**src/rtl/uart_pkg.sv**
```systemverilog
`default_nettype none
// ============================================================================
// Module      : uart_pkg
// Description : Constants shared by the UART transmit/receive blocks and their
//               monitors: FSM state encoding, oversampling ratio and the
//               sub-bit tick indices used for majority-vote sampling.
// Revision    : 1.0 - initial release
// ============================================================================
package uart_pkg;

    // Line FSM state encoding (also exported on state_bits)
    localparam logic [1:0] ST_IDLE  = 2'b00;
    localparam logic [1:0] ST_START = 2'b01;
    localparam logic [1:0] ST_DATA  = 2'b11;
    localparam logic [1:0] ST_STOP  = 2'b10;

    // Oversample ticks per bit period
    localparam int OSR = 16;

    // Sub-bit tick indices of the three votes; the bit is decided on SMP_C
    localparam int SMP_A = 7;
    localparam int SMP_B = 8;
    localparam int SMP_C = 9;

    // Two-out-of-three vote
    function automatic logic maj3(input logic a, input logic b, input logic c);
        return (a & b) | (a & c) | (b & c);
    endfunction

endpackage
`default_nettype wire

```
**src/rtl/uart_sync_fifo.sv**
```systemverilog
`default_nettype none
// ============================================================================
// Module      : uart_sync_fifo
// Description : Single-clock first-word-fall-through FIFO. The head entry is
//               held in a register so dout is a flop output; pushing into a
//               FIFO that drains to one entry bypasses din straight to it.
// Revision    : 1.0 - initial release
// ============================================================================
module uart_sync_fifo #(
    parameter int WIDTH = 8,
    parameter int DEPTH = 8
) (
    input  logic                           clk,
    input  logic                           rstn,
    input  logic                           push,
    input  logic [WIDTH-1:0]               din,
    input  logic                           pop,
    output logic [WIDTH-1:0]               dout,
    output logic                           full,
    output logic                           empty,
    output logic [$clog2(DEPTH+1)-1:0]     count
);

    localparam int                 c_PTR_W = $clog2(DEPTH);
    localparam int                 c_CNT_W = $clog2(DEPTH + 1);
    localparam logic [c_CNT_W-1:0] c_FULL  = c_CNT_W'(DEPTH);
    localparam logic [c_CNT_W-1:0] c_ONE   = c_CNT_W'(1);

    logic [WIDTH-1:0]   r_mem [DEPTH];
    logic [c_PTR_W-1:0] r_wr;
    logic [c_PTR_W-1:0] r_rd;
    logic [c_CNT_W-1:0] r_count;
    logic [WIDTH-1:0]   r_dout;

    logic               w_pop;
    logic               w_push;
    logic [c_PTR_W-1:0] w_rd_nxt;
    logic [WIDTH-1:0]   w_dout_nxt;

    // A push into a full FIFO is only accepted when a pop frees a slot this cycle
    assign w_pop    = pop && (r_count != '0);
    assign w_push   = push && ((r_count != c_FULL) || w_pop);
    assign w_rd_nxt = r_rd + c_PTR_W'(1);

    // Next head value: following entry on pop, bypassed din when the slot behind the head is being written
    always_comb begin
        w_dout_nxt = r_dout;
        if (w_pop) begin
            if (r_count == c_ONE) begin
                if (w_push) begin
                    w_dout_nxt = din;
                end
            end else begin
                w_dout_nxt = r_mem[w_rd_nxt];
            end
        end else if (w_push && (r_count == '0)) begin
            w_dout_nxt = din;
        end
    end

    // Storage array, no reset needed since reads are gated by the occupancy count
    always_ff @(posedge clk) begin
        if (w_push) begin
            r_mem[r_wr] <= din;
        end
    end

    // Pointers, occupancy and registered head
    always_ff @(posedge clk or negedge rstn) begin
        if (!rstn) begin
            r_wr    <= '0;
            r_rd    <= '0;
            r_count <= '0;
            r_dout  <= '0;
        end else begin
            r_dout <= w_dout_nxt;
            if (w_push) begin
                r_wr <= r_wr + c_PTR_W'(1);
            end
            if (w_pop) begin
                r_rd <= w_rd_nxt;
            end
            case ({w_push, w_pop})
                2'b10:   r_count <= r_count + c_ONE;
                2'b01:   r_count <= r_count - c_ONE;
                default: r_count <= r_count;
            endcase
        end
    end

    assign dout  = r_dout;
    assign full  = (r_count == c_FULL);
    assign empty = (r_count == '0);
    assign count = r_count;

endmodule
`default_nettype wire

```
**src/rtl/uart_rx_buffered.sv**
```systemverilog
`default_nettype none
// ============================================================================
// Module      : uart_rx_buffered
// Description : 8N1 oversampling UART receiver with 3-sample majority vote,
//               framing/overrun pulses and a FWFT receive FIFO drained through
//               a valid/ready interface.
// Revision    : 1.0 - initial release
// ============================================================================
module uart_rx_buffered
    import uart_pkg::*;
#(
    parameter int CLK_RATE   = 50000000,
    parameter int BAUD_RATE  = 115200,
    parameter int FIFO_DEPTH = 8
) (
    input  logic                              clk,
    input  logic                              rstn,
    input  logic                              rx,
    output logic [7:0]                        data_out,
    output logic                              data_valid,
    input  logic                              data_ready,
    output logic                              framing_err,
    output logic                              overrun,
    output logic [$clog2(FIFO_DEPTH+1)-1:0]   fifo_count,
    output logic [1:0]                        state_bits
);

    localparam int c_OSR_DIV = CLK_RATE / (BAUD_RATE * OSR);
    localparam int c_DIV_W   = (c_OSR_DIV > 1) ? $clog2(c_OSR_DIV) : 1;

    logic               r_rx_meta;
    logic               r_rx_sync;
    logic               r_rx_prev;
    logic [c_DIV_W-1:0] r_div;
    logic [3:0]         r_sub;
    logic [1:0]         r_state;
    logic [2:0]         r_idx;
    logic               r_got;
    logic               r_brk;
    logic               r_s_a;
    logic               r_s_b;
    logic [7:0]         r_shift;
    logic               r_framing_err;
    logic               r_overrun;

    logic               w_start_edge;
    logic               w_tick;
    logic [3:0]         w_sub_inc;
    logic               w_dec;
    logic               w_bnd;
    logic               w_maj;
    logic               w_pop;
    logic               w_full;
    logic               w_empty;
    logic               w_push;

    assign w_start_edge = r_rx_prev & ~r_rx_sync;
    assign w_tick       = (r_div == c_DIV_W'(c_OSR_DIV - 1));
    assign w_sub_inc    = r_sub + 4'd1;
    // The edge itself is tick 0, so the votes straddle the bit centre
    assign w_dec        = w_tick && (w_sub_inc == 4'(SMP_C));
    assign w_bnd        = w_tick && (r_sub == 4'(OSR - 1));
    assign w_maj        = maj3(r_s_a, r_s_b, r_rx_sync);
    assign w_pop        = ~w_empty & data_ready;
    // A pop in the same cycle frees the slot a completed byte needs
    assign w_push       = (r_state == ST_STOP) && !r_brk && w_dec && w_maj && (!w_full || w_pop);

    // Two-flop synchronizer plus one delayed copy for start-edge detection
    always_ff @(posedge clk or negedge rstn) begin
        if (!rstn) begin
            r_rx_meta <= 1'b1;
            r_rx_sync <= 1'b1;
            r_rx_prev <= 1'b1;
        end else begin
            r_rx_meta <= rx;
            r_rx_sync <= r_rx_meta;
            r_rx_prev <= r_rx_sync;
        end
    end

    // Free-running oversample divider, realigned to each start edge
    always_ff @(posedge clk or negedge rstn) begin
        if (!rstn) begin
            r_div <= '0;
        end else if (((r_state == ST_IDLE) && w_start_edge) || w_tick) begin
            r_div <= '0;
        end else begin
            r_div <= r_div + c_DIV_W'(1);
        end
    end

    // Line FSM with sub-bit counter, vote capture, shift register and error pulses
    always_ff @(posedge clk or negedge rstn) begin
        if (!rstn) begin
            r_state       <= ST_IDLE;
            r_sub         <= 4'd0;
            r_idx         <= 3'd0;
            r_got         <= 1'b0;
            r_brk         <= 1'b0;
            r_s_a         <= 1'b1;
            r_s_b         <= 1'b1;
            r_shift       <= 8'd0;
            r_framing_err <= 1'b0;
            r_overrun     <= 1'b0;
        end else begin
            r_framing_err <= 1'b0;
            r_overrun     <= 1'b0;
            if (w_tick) begin
                r_sub <= w_sub_inc;
                if (w_sub_inc == 4'(SMP_A)) r_s_a <= r_rx_sync;
                if (w_sub_inc == 4'(SMP_B)) r_s_b <= r_rx_sync;
            end
            case (r_state)
                ST_IDLE: begin
                    if (w_start_edge) begin
                        r_state <= ST_START;
                        r_sub   <= 4'd0;
                    end
                end
                ST_START: begin
                    // A start bit that does not vote low is line noise
                    if (w_dec) begin
                        if (w_maj) begin
                            r_state <= ST_IDLE;
                        end else begin
                            r_state <= ST_DATA;
                            r_idx   <= 3'd0;
                            r_got   <= 1'b0;
                        end
                    end
                end
                ST_DATA: begin
                    // r_got skips the boundary that closes the start bit
                    if (w_dec) begin
                        r_shift <= {w_maj, r_shift[7:1]};
                        r_got   <= 1'b1;
                    end else if (w_bnd && r_got) begin
                        r_got <= 1'b0;
                        if (r_idx == 3'd7) begin
                            r_state <= ST_STOP;
                            r_brk   <= 1'b0;
                        end else begin
                            r_idx <= r_idx + 3'd1;
                        end
                    end
                end
                ST_STOP: begin
                    if (r_brk) begin
                        // Break: wait for the line to recover before hunting again
                        if (r_rx_sync) begin
                            r_state <= ST_IDLE;
                            r_brk   <= 1'b0;
                        end
                    end else if (w_dec) begin
                        if (w_maj) begin
                            r_overrun <= w_full && !w_pop;
                            r_state   <= ST_IDLE;
                        end else begin
                            r_framing_err <= 1'b1;
                            r_brk         <= 1'b1;
                        end
                    end
                end
                default: r_state <= ST_IDLE;
            endcase
        end
    end

    uart_sync_fifo #(
        .WIDTH (8),
        .DEPTH (FIFO_DEPTH)
    ) u_fifo (
        .clk   (clk),
        .rstn  (rstn),
        .push  (w_push),
        .din   (r_shift),
        .pop   (w_pop),
        .dout  (data_out),
        .full  (w_full),
        .empty (w_empty),
        .count (fifo_count)
    );

    assign data_valid  = ~w_empty;
    assign framing_err = r_framing_err;
    assign overrun     = r_overrun;
    assign state_bits  = r_state;

endmodule
`default_nettype wire

```
**config.mk**
```make
export PLATFORM = sky130hd
export DESIGN_NAME = uart_rx_buffered
export DESIGN_NICKNAME = d
export VERILOG_FILES = /design/src/rtl/uart_pkg.sv /design/src/rtl/uart_sync_fifo.sv /design/src/rtl/uart_rx_buffered.sv
export SDC_FILE = /design/constraint.sdc
export NUM_CORES = 1
export LEC_CHECK = 0
export ABC_CLOCK_PERIOD_IN_PS = 3620
export CORE_MARGIN = 4
export CORE_UTILIZATION = 30
export DETAILED_ROUTE_END_ITERATION = 10
export GPL_TIMING_DRIVEN = 0
export PLACE_DENSITY_LB_ADDON = 0.3
export RECOVER_POWER = 25
export SETUP_SLACK_MARGIN = 0.5
export SYNTH_ARGS = -nofsm -noshare
export SYNTH_HDL_FRONTEND = slang
export SYNTH_SLANG_ARGS = --single-unit
export TNS_END_PERCENT = 1
```
**constraint.sdc**
```tcl
create_clock -name clk -period 3.62 [get_ports clk]
set_input_delay 0.905 -clock clk [delete_from_list [all_inputs] [get_ports clk]]
set_output_delay 0.905 -clock clk [all_outputs]
set_load 0.03 [all_outputs]
```
Word-level counts from Yosys, hierarchy flattened:

Memory sizes are Yosys's and may differ from the RTL's.
Cells that the tools add are included.

* register bits: 49
* RAM bits: 64
* input port bits: 4
* output and inout port bits: 17
* memories: 1

Memory list
* u_fifo.r_mem: words 8, bits a word 8, read ports 1, clocked after memory_dff 0, write ports 1, line uart_sync_fifo.sv:29 `logic [WIDTH-1:0] r_mem [DEPTH];`

* add/sub/neg operators: 7
* equality and inequality tests: 26
* multiplexer cells: 47
* bitwise operators: 9
* reduce and logical (&&, ||, !) cells: 33

Operators by type and width (number)
* 2-to-1 mux 8 bit: 4
* 2-to-1 mux 2 bit: 10
* 2-to-1 mux 1 bit: 19
* == test 4 bit, second input constant: 4
* 2-to-1 mux 3 bit: 5
* inequality test 3 bit, second input constant: 5
* inequality test 2 bit, second input constant: 7
* logical AND 1 bit: 12
* 2-to-1 mux 4 bit: 3
* adder 3 x 1 -> 3 bit, second input constant: 3
* adder 4 x 1 -> 4 bit, second input constant: 2
* one-hot mux 2 bit (4 select lines): 1
* one-hot mux 4 bit (2 select lines): 1
* AND reduction 2 bit: 4
* AND reduction 4 bit: 2
* AND reduction 8 bit: 1
* nonzero test 2 bit: 4
* == test 2 bit, second input constant: 3
* one-hot mux 3 bit (2 select lines): 1
* AND reduction 6 bit: 1
* adder 5 x 1 -> 5 bit, second input constant: 1
* AND 1 bit: 5
* == test 5 bit, second input constant: 1
* 2-to-1 mux 5 bit: 1
* other kinds (14): 22

Depth between registers and ports, before layout:

Gate-level depths: netlist (run 1).

* word-level depth: 10
* mapped depth: 11

By module:

A second synthesis (run 1) with hierarchy kept.

* cell total of the unflattened synthesis: 358
* area, all modules: 5200.0 um^2

By module, submodules not included
* uart_sync_fifo: instances 1, cells each 217, area an instance 3603.5 um^2, seq. area each 2372.3 um^2
* uart_rx_buffered: instances 1, cells each 141, area an instance 1596.5 um^2, seq. area each 782.0 um^2

Least setup slack after synthesis (run 1):

Ideal clock, no wire load.

* path kind: input-to-reg
* start point: input port data_ready
* end point: memory u_fifo.r_mem[1][0] (enable)
* library setup time: 0.398 ns
* arrival: 2.570 ns
* data required time: 3.222 ns
* slack: 0.652 ns
* cell stages on the path: 5
* buffers on the path: 0
* cells stage by stage: nand4bb_1 -> and3_1 -> nor3b_4 -> inv_2 -> nor4b_1

* longest elaborated chain between the ends: 6
* elaborated cells on any way between the ends: 8
* those cells by class: mux (2); bitwise (1); reduce/logical (5)

RTL lines
* from (decl): line uart_rx_buffered.sv:21 `input logic data_ready,`
* AND 1 bit *: line uart_rx_buffered.sv:64 `assign w_pop = ~w_empty & data_ready;`
* logical OR 1 bit or logical AND 1 bit (tied branches): line uart_rx_buffered.sv:66, uart_sync_fifo.sv:41
* logical AND 1 bit or logical OR 1 bit (tied branches): line uart_rx_buffered.sv:66, uart_sync_fifo.sv:42
* logical AND 1 bit *: line uart_sync_fifo.sv:42 `assign w_push = push && ((r_count != c_FULL) || w_pop);`
* 2-to-1 mux 1 bit *: line uart_sync_fifo.sv:63 `if (w_push) begin`
* 2-to-1 mux 1 bit (implied by the code) *: line uart_sync_fifo.sv:64 `r_mem[r_wr] <= din;`
* to (decl): line uart_sync_fifo.sv:29

Every way passes the cells marked *; elsewhere a longest branch is shown, timed or not.

Final worst setup path (run 1):

* start point: input port data_ready
* end point: memory u_fifo.r_mem[4][1] (enable)

The elaborated chain is that of the path after synthesis.

==> results.yml, run 1 <==
clock_network:
  cts_sinks: 113
  cts_setup_buffers: 0
  cts.htree.levels: 4
  cts.root.buffer_cell: "clkbuf_16"
  cts_inserted_buffers: 17
  insertion_delay_ns: 0.40
  cts.path.max_buffers: 2
  cts.clk_slew.worst_paths_ns: 0.05
  cts_tree: "yes"
yosys:
  ys_warn_count: 0
  syn_nets: 323
  synth_cell_types: 50
  yosys.area.top_type: "edfxtp_1"
  synthTopCellsByArea: "edfxtp_1 40%, dfrtp_1 23%, mux4_2 7.4%, ha_1 3.6%, mux2_2 2.8%"
  synth_flop_cell: "edfxtp_1"
  async_flop_share_pct: 43.4
  netlist.area_leader.share_pct: 39.5
  avgSynthCellArea_um2: 15.9
  syn-cell-area_um2: 4860
  synth_edf_count: 64
  syn-instance-count: 305
  ys_ff_latch: 113
  synth-seq-area-share_pct: 64.9
outcome:
  status: "finished clean"
power:
  power.density_nw_per_um2: 558
  ir_drop_mv: 0.344
  finalPower_mw: 3.35
  p_leak_nw: 2.41
sta:
  slew_headroom_pct: 17.5
  finalClockSkew_ns: 0.0107
  tightestPinTransition_ns: 1.22
  period_share_pct: 90.4
  setup_viol: 0
  final_hold_viol_count: 0
  fin_crit_ns: 3.27
  fmax_mhz: 306
  rsz0062_at_grt: "yes"
  slew_violations: 0
setup_path:
  crit_path_start_kind: "primary input"
  required_ns: 3.64
  r2r_cells: 6
  crit_arrival_ns: 3.29
  cp-endpoint: "u_fifo.r_mem[4][1]$_DFFE_PP_"
  r2r_end: "u_fifo.r_mem[4][1]$_DFFE_PP_"
  cp_max_fo: 8
  startpoint: "data_ready"
  crit_type: "primary input to register"
  cp-end-kind: "register"
  r2r_setup_slack_ns: 0.47
  r2r_start: "r_sub[0]$_DFF_PN0_"
worst_hold_path:
  hold_class: "register to register"
job:
  maxCapViolations: 0
final_layout:
  post-route-util_pct: 37.9
  fillers: 1514
  area_growth_pct: 23.7
  layout-drive-gt1-share_pct: 27.4
  layout_commonest_cell: "edfxtp_1"
  antenna-diode-count: 0
  fin_nets: 366
  layout_common_cells: "64 x edfxtp_1, 44 x dfrtp_1, 19 x clkdlybuf4s50_1"
floorplanning:
  die_y_um: 135
  fp-row-count: 46
  start_util_pct: 30.6
  pin_count: 21
  die_width_um: 135
  die_area_um2: 18300
  core_region_area_um2: 15900
route:
  drc_errors: 0
  wl_mm: 9.23
  ant_nets: 0
  drt-initial-drc-count: 210
  firstDrtPassIters: 5
  vias: 2677
  wire_per_inst_um: 16.0
  via_per_inst: 4.64
grt:
  grt_pass1_wl_mm: 14.8
  overflow: 0
  antenna_found_initial: 0
  grt_max_degree: 27
  grt_usage_pct: 10.7
  grt_pass1_vias: 2682
placement:
  place.gp.congestion: 0.802
  port_buffers: 20
  post-dp-hpwl_mm: 6.36
## report_power, final
part           internal [mW]  switching, mW
Sequential              1.40         0.0476
Clock                   1.15          0.589
Combinational         0.0775         0.0927
## cell families (layout without fill, tap and decap cells)
family / count (synthesis) / count (layout) / share of synthesized area [%]
compound gates: 36 / 36 / 6.26
flops: 113 / 113 / 64.9
buf+inv: 21 / 77 / 2.08
simple gates: 73 / 73 / 9.27
mux: 30 / 30 / 10.6
fa+ha+maj: 15 / 15 / 3.84
xor+xnor: 17 / 17 / 3.06
## worst min-delay path by stage
stage,from,cells past startpoint,end
2_1_floorplan,r_rx_meta$_DFF_PN1_,0,r_rx_sync$_DFF_PN1_
3_3_place_gp,r_rx_meta$_DFF_PN1_,0,r_rx_sync$_DFF_PN1_
3_5_place_dp,r_rx_meta$_DFF_PN1_,0,r_rx_sync$_DFF_PN1_
4_1_cts,r_rx_meta$_DFF_PN1_,0,r_rx_sync$_DFF_PN1_
5_1_grt,r_rx_meta$_DFF_PN1_,0,r_rx_sync$_DFF_PN1_
6_report,r_rx_meta$_DFF_PN1_,0,r_rx_sync$_DFF_PN1_
## registers in the layout, summed over array words and instances, names as in the netlist, 2 cells and up
signal and cells:
r_div 5, u_fifo.r_rd 3, u_fifo.r_wr 3, r_idx 3
r_sub 4, u_fifo.r_mem 64, u_fifo.count 4, u_fifo.dout 8
state_bits 2, r_shift 8
## synthesized netlist by cell type (3+ instances only)
| master | instances |
|---|---|
| inv_1 | 8 |
| xor2_1 | 8 |
| nand2_1 | 11 |
| buf_2 | 3 |
| a21oi_1 | 8 |
| ha_1 | 14 |
| nand3_1 | 9 |
| nor4_1 | 3 |
| xnor2_1 | 9 |
| dfstp_2 | 5 |
| edfxtp_1 | 64 |
| o21ai_0 | 3 |
| a22o_1 | 3 |
| o22a_1 | 8 |
| mux2_2 | 12 |
| dfrtp_1 | 44 |
| o221a_2 | 8 |
| nor2_1 | 18 |
| and4b_1 | 3 |
| nand3b_1 | 4 |
| nor3_1 | 5 |
| mux4_2 | 16 |
| buf_1 | 4 |
## area by class of cell
type / count / area [µm²] / share of cell area [%]
inverter: 9 / 33.8 / 0.562
clock buffer: 18 / 429 / 7.14
tap: 216 / 270 / 4.49
multi-input combinational: 171 / 1630 / 27.2
buffer: 12 / 67.6 / 1.12
timing repair buffer: 24 / 238 / 3.95
sequential: 113 / 3150 / 52.4
clock inverter: 14 / 188 / 3.12
## worst max-delay path: stages
cell             delay [ns]
clkdlybuf4s50_1        0.55
nand4bb_1              0.17
and3_1                 0.16
nor3b_4                0.36
inv_2                  0.18
nor4b_2                0.96
## timing repair
item / CTS / global route
hold buffers: 0 / 0
setup endpoints to repair: 24 / 33
resized for setup: 0 / 1
hold endpoints to repair: 0 / 0
## routing by layer
metal | share of wire, % | track usage (%)
met1 | 48 | 14.4
met2 | 47 | 16.5
met3 | 4.7 | 3.60
met4 | 0.82 | 3.42
met5 | 0 | 0
## stage by stage
stage	instances	TNS, ns	area, µm²	setup slack [ns]	hold slack, ns
floorplan	305	0	4860	0.652	0.345
finish	577	0	6010	0.348	0.360
detailed placement	545	-5.35	5390	-0.269	0.348
CTS	577	0	6000	0.153	0.357
global route	577	0	6010	0.160	0.367
global placement	541	-20.72	5330	-0.891	0.351
No activity file was read; power rests on OpenSTA's default activity.
==> inputs of run 2 (changes only) <==
--- a/config.mk
+++ b/config.mk
@@ -6,9 +6,11 @@
 export NUM_CORES = 1
 export LEC_CHECK = 0
 export ABC_CLOCK_PERIOD_IN_PS = 3620
+export CAP_MARGIN = 30
 export CORE_MARGIN = 4
 export CORE_UTILIZATION = 30
 export DETAILED_ROUTE_END_ITERATION = 10
+export DONT_BUFFER_PORTS = 1
 export GPL_TIMING_DRIVEN = 0
 export PLACE_DENSITY_LB_ADDON = 0.3
 export RECOVER_POWER = 25
==> results.yml, run 2 (same netlist as run 1, synthesis figures left out) <==
setup_path:
  required_ns: 3.74
  cp_max_fo: 8
  crit_path_start_kind: "register"
  crit_arrival_ns: 3.18
  slowest_stage: "nor4b_2"
  cp-end-kind: "register"
  critical-path-max-stage-delay_ns: 0.58
  crit_type: "register to register"
  crit_chain: "ha_1 -> xnor2_1 -> nand3_4 -> nor3b_4 -> inv_2 -> nor4b_2 -> buf_4"
placement:
  post-dp-hpwl_mm: 6.37
  place.gp.congestion: 0.758
  place_ws_ns: 0.474
  port_buffers: 0
  placed_area_um2: 5190
sta:
  tightestPinTransition_ns: 0.829
  setup_viol: 0
  layout_setup_ws_ns: 0.560
  slew_headroom_pct: 44.4
  rsz0062_at_grt: "yes"
  finalClockSkew_ns: 0.00977
  fmax_mhz: 327
  fin_crit_ns: 3.06
  slew_violations: 0
  period_share_pct: 84.5
  final_hold_viol_count: 0
final_layout:
  layout_common_cells: "64 x edfxtp_1, 44 x dfrtp_1, 18 x nor2_1"
  area_growth_pct: 20.1
  antenna-diode-count: 0
  layout-drive-gt1-share_pct: 29.2
  largest_register_ff_count: 64
  fin_area_um2: 5840
  layout_commonest_cell: "edfxtp_1"
  fin_nets: 347
  regMostFlops: "u_fifo.r_mem"
route:
  drt-initial-drc-count: 148
  vias: 2685
  via_per_inst: 4.81
  ant_nets: 0
  wl_mm: 9.57
  firstDrtPassIters: 5
  drc_errors: 0
  wire_per_inst_um: 17.2
floorplanning:
  die_width_um: 135
  die_y_um: 135
  die_area_um2: 18300
  fp-row-count: 46
  start_util_pct: 30.6
  core_region_area_um2: 15900
  pin_count: 21
grt:
  grt_usage_pct: 11.6
  grt_max_degree: 50
  grt_pass1_wl_mm: 15.8
  grt_pass1_vias: 2781
  overflow: 0
  antenna_found_initial: 0
clock_network:
  cts_setup_buffers: 0
  cts.root.buffer_cell: "clkbuf_16"
  cts_tree: "yes"
  insertion_delay_ns: 0.41
  cts_inserted_buffers: 17
  cts.clk_slew.worst_paths_ns: 0.06
  cts.path.max_buffers: 2
  cts.htree.levels: 4
  cts_sinks: 113
power:
  power.density_nw_per_um2: 570
  p_leak_nw: 2.34
  ir_drop_mv: 0.333
worst_hold_path:
  hold_class: "primary input to async pin"
job:
  maxCapViolations: 0
outcome:
  status: "finished clean"
[run 2: changes by cell type in the layout (fill, tap and decap cells not counted), sizes merged]
| cell | before | now |
|---|---|---|
| bufinv | 4 | 3 |
| inv | 11 | 13 |
| clkdlybuf4s50 | 19 | 0 |
| clkinvlp | 4 | 2 |
| clkbuf | 20 | 21 |
[run 2: final cells by class]
cell class	instances	area, µm²
tap	216	270
clock inverter	13	175
multi-input combinational	171	1650
buffer	12	67.6
clock buffer	19	453
sequential	113	3150
timing repair buffer	5	35.0
inverter	9	33.8
fill	1512	10000
[run 2: worst paths after layout]
check	slack [ns]	start	end	depth (start not counted)
setup / recovery	0.56	r_sub[0]$_DFF_PN0_	u_fifo.r_mem[4][3]$_DFFE_PP_	7
hold / removal	0.19	rstn	state_bits[0]$_DFFE_PN0P_	0
setup reg to reg	0.56	r_sub[0]$_DFF_PN0_	u_fifo.r_mem[4][3]$_DFFE_PP_	7
hold reg to reg	0.36	r_rx_meta$_DFF_PN1_	r_rx_sync$_DFF_PN1_	0
max in group asynchronous	3.24	rstn	r_rx_meta$_DFF_PN1_	0
min in group clk	0.36	r_rx_meta$_DFF_PN1_	r_rx_sync$_DFF_PN1_	0
[run 2: power breakdown]
part	switching, mW	total, mW	internal [mW]
logic	0.0643	0.127	0.0624
clock network	0.612	1.74	1.13
registers	0.0636	1.46	1.40
total	0.740	3.33	2.59
[run 2: metrics by stage]
stage / total power, mW / utilization [%] / instances / hold slack [ns] / TNS, ns
final: 3.33 / 36.8 / 558 / 0.190 / 0
after global routing: 3.46 / 36.8 / 558 / 0.166 / 0
after CTS: 3.36 / 36.7 / 558 / 0.169 / 0
after detailed placement: 1.61 / 32.7 / 526 / 0.348 / 0
after global placement: 1.60 / 32.3 / 521 / 0.347 / -8.17
after floorplan: 1.58 / - / 305 / 0.345 / 0
[run 2: layer usage]
layer	global-route usage, %	vias up	part of all wire, %	routed length (µm)
met3	4.09	5	5.6	539
met1	15.9	1389	48	4550
met5	0	-	0	0
met2	16.9	59	46	4440
li1	-	1232	-	-
met4	4.20	0	0.42	40
[run 2: repair_timing]
item | CTS | global route
hold buffers | 0 | 0
resized for setup | 1 | 1
setup endpoints to repair | 4 | 29
[run 2: critical path: cells and delay by family (launching register included)]
| kind | cells | cell delay, ns |
|---|---|---|
| and+or+nand+nor | 3 | 1.13 |
| DFF | 1 | 0.48 |
| buffers and inverters | 2 | 0.48 |
| xor gates and xnor gates | 1 | 0.38 |
| adders and majority gates | 1 | 0.29 |
==> inputs of run 3 (changes only) <==
--- a/config.mk
+++ b/config.mk
@@ -5,7 +5,7 @@
 export SDC_FILE = /design/constraint.sdc
 export NUM_CORES = 1
 export LEC_CHECK = 0
-export ABC_CLOCK_PERIOD_IN_PS = 3620
+export ABC_CLOCK_PERIOD_IN_PS = 3040
 export CAP_MARGIN = 30
 export CORE_MARGIN = 4
 export CORE_UTILIZATION = 30
==> constraint.sdc (replaced) <==
create_clock -name clk -period 3.04 [get_ports clk]
set_input_delay 0.76 -clock clk [delete_from_list [all_inputs] [get_ports clk]]
set_output_delay 0.76 -clock clk [all_outputs]
set_load 0.03 [all_outputs]
==> results.yml, run 3 (same netlist as run 1, synthesis figures left out) <==
setup_path:
  slowest_stage: "and4b_1"
  cp-end-kind: "register"
  crit_type: "register to register"
  crit_top_cell: "nor3b_4"
  required_ns: 3.08
  crit_chain: "buf_2 -> nor3b_4 -> and3_1 -> nor3b_4 -> buf_4 -> and4b_1"
  path_delay_family: "simple AND/OR/NAND/NOR gates"
  path_buf_inv: 2
  crit_arrival_ns: 2.56
  critical-path-max-stage-delay_ns: 0.54
  cp_max_fo: 10
  crit_path_start_kind: "register"
route:
  drt-initial-drc-count: 193
  ant_nets: 0
  wl_mm: 9.48
  via_per_inst: 4.69
  vias: 2644
  firstDrtPassIters: 4
  wire_per_inst_um: 16.8
  drc_errors: 0
power:
  ir_drop_mv: 0.430
  power.density_nw_per_um2: 662
  finalPower_mw: 3.91
  p_leak_nw: 2.38
sta:
  tightestPinTransition_ns: 0.597
  period_share_pct: 82.9
  setup_viol: 0
  whs_ns: 0.0499
  rsz0062_at_grt: "yes"
  fmax_mhz: 397
  slew_headroom_pct: 60.2
  final_hold_viol_count: 0
  fin_crit_ns: 2.52
  finalClockSkew_ns: 0.00650
  slew_violations: 0
final_layout:
  regMostFlops: "u_fifo.r_mem"
  fin_nets: 353
  layout-drive-gt1-share_pct: 32.5
  largest_register_ff_count: 64
  area_growth_pct: 21.4
  post-route-util_pct: 37.2
  layout_common_cells: "64 x edfxtp_1, 39 x dfrtp_1, 18 x nor2_1"
  fin_cells: 564
  layout_commonest_cell: "edfxtp_1"
  antenna-diode-count: 0
floorplanning:
  pin_count: 21
  die_width_um: 135
  start_util_pct: 30.6
  die_y_um: 135
  fp-row-count: 46
  die_area_um2: 18300
  core_region_area_um2: 15900
clock_network:
  insertion_delay_ns: 0.40
  cts.root.buffer_cell: "clkbuf_16"
  cts_tree: "yes"
  cts.path.max_buffers: 2
  cts_sinks: 113
  cts_inserted_buffers: 17
  cts.htree.levels: 4
  cts.clk_slew.worst_paths_ns: 0.05
outcome:
  status: "finished clean"
grt:
  overflow: 0
  grt_pass1_wl_mm: 15.1
  grt_usage_pct: 11.2
  grt_max_degree: 50
  antenna_found_initial: 0
  grt_pass1_vias: 2673
placement:
  place.gp.congestion: 0.763
  post-dp-hpwl_mm: 6.25
  dp.cells: 528
  port_buffers: 0
worst_hold_path:
  hold_class: "primary input to async pin"
job:
  maxCapViolations: 0
## run 3: cell types whose count changed in the layout (fill, tap and decap cells not counted), moves of 2 or more
cell | before | now
inv_6 | 4 | 1
clkinv_2 | 0 | 2
clkinvlp_4 | 2 | 4
dfrtp_1 | 44 | 39
dfrtp_2 | 0 | 5
buf_2 | 4 | 6
buf_4 | 5 | 10
clkinv_4 | 4 | 2
## run 3: layout make-up
| cell class | instances | area, µm² |
|---|---|---|
| fillers | 1510 | 9980 |
| flip-flops and latches | 113 | 3160 |
| multi-input cells | 171 | 1680 |
| clock buffers | 19 | 453 |
| well taps | 216 | 270 |
| clock inverters | 13 | 160 |
| repair buffers | 11 | 77.6 |
| plain buffers | 12 | 68.8 |
| inverters | 9 | 36.3 |
## run 3: per-stage QoR
stage	instance area, µm²	setup TNS (ns)	setup WS, ns
2_1_floorplan	4870	0	0.197
3_3_place_gp	5140	-20.92	-0.894
3_5_place_dp	5200	-0.175	-0.0439
4_1_cts	5880	0	0.476
5_1_grt	5900	0	0.409
6_report	5900	0	0.520
## run 3: final timing paths
| check | slack [ns] | depth (start not counted) | to | startpoint |
|---|---|---|---|---|
| setup / recovery | 0.52 | 6 | u_fifo.r_mem[3][5]$_DFFE_PP_ | state_bits[0]$_DFFE_PN0P_ |
| hold / removal | 0.05 | 0 | r_sub[1]$_DFF_PN0_ | rstn |
| setup reg to reg | 0.52 | 6 | u_fifo.r_mem[3][5]$_DFFE_PP_ | state_bits[0]$_DFFE_PN0P_ |
| hold reg to reg | 0.36 | 0 | r_rx_sync$_DFF_PN1_ | r_rx_meta$_DFF_PN1_ |
| max in group asynchronous | 2.81 | 0 | r_rx_meta$_DFF_PN1_ | rstn |
| min in group clk | 0.35 | 0 | r_rx_meta$_DFF_PN1_ | rx |
## run 3: where the power goes
part	leakage [nW]	internal [mW]	switching, mW
clock network	0.289	1.33	0.684
registers	1.38	1.67	0.0750
logic	0.714	0.0753	0.0771
## run 3: routing by layer
| metal | vias to the layer above | part of all wire [%] | global-route usage [%] |
|---|---|---|---|
| met3 | 4 | 6.6 | 4.01 |
| met5 | - | 0 | 0 |
| li1 | 1241 | - | - |
| met1 | 1338 | 46 | 15.4 |
| met4 | 0 | 0.51 | 4.03 |
| met2 | 61 | 47 | 16.2 |
## run 3: what timing repair did
| action | 4_1_cts | 5_1_grt |
|---|---|---|
| pin swaps | 1 | 2 |
| hold buffers | 0 | 0 |
| cloned | 0 | 0 |
| endpoints found under the setup margin | 74 | 64 |
| resized for setup | 9 | 6 |
| hold endpoints to repair | 0 | 0 |
| buffers inserted | 3 | 1 |
## run 3: worst reg2reg max path: stages (launching register included)
cell,delay (ns)
dfrtp_2,0.47
buf_2,0.22
nor3b_4,0.29
and3_1,0.19
nor3b_4,0.27
buf_4,0.18
and4b_1,0.54
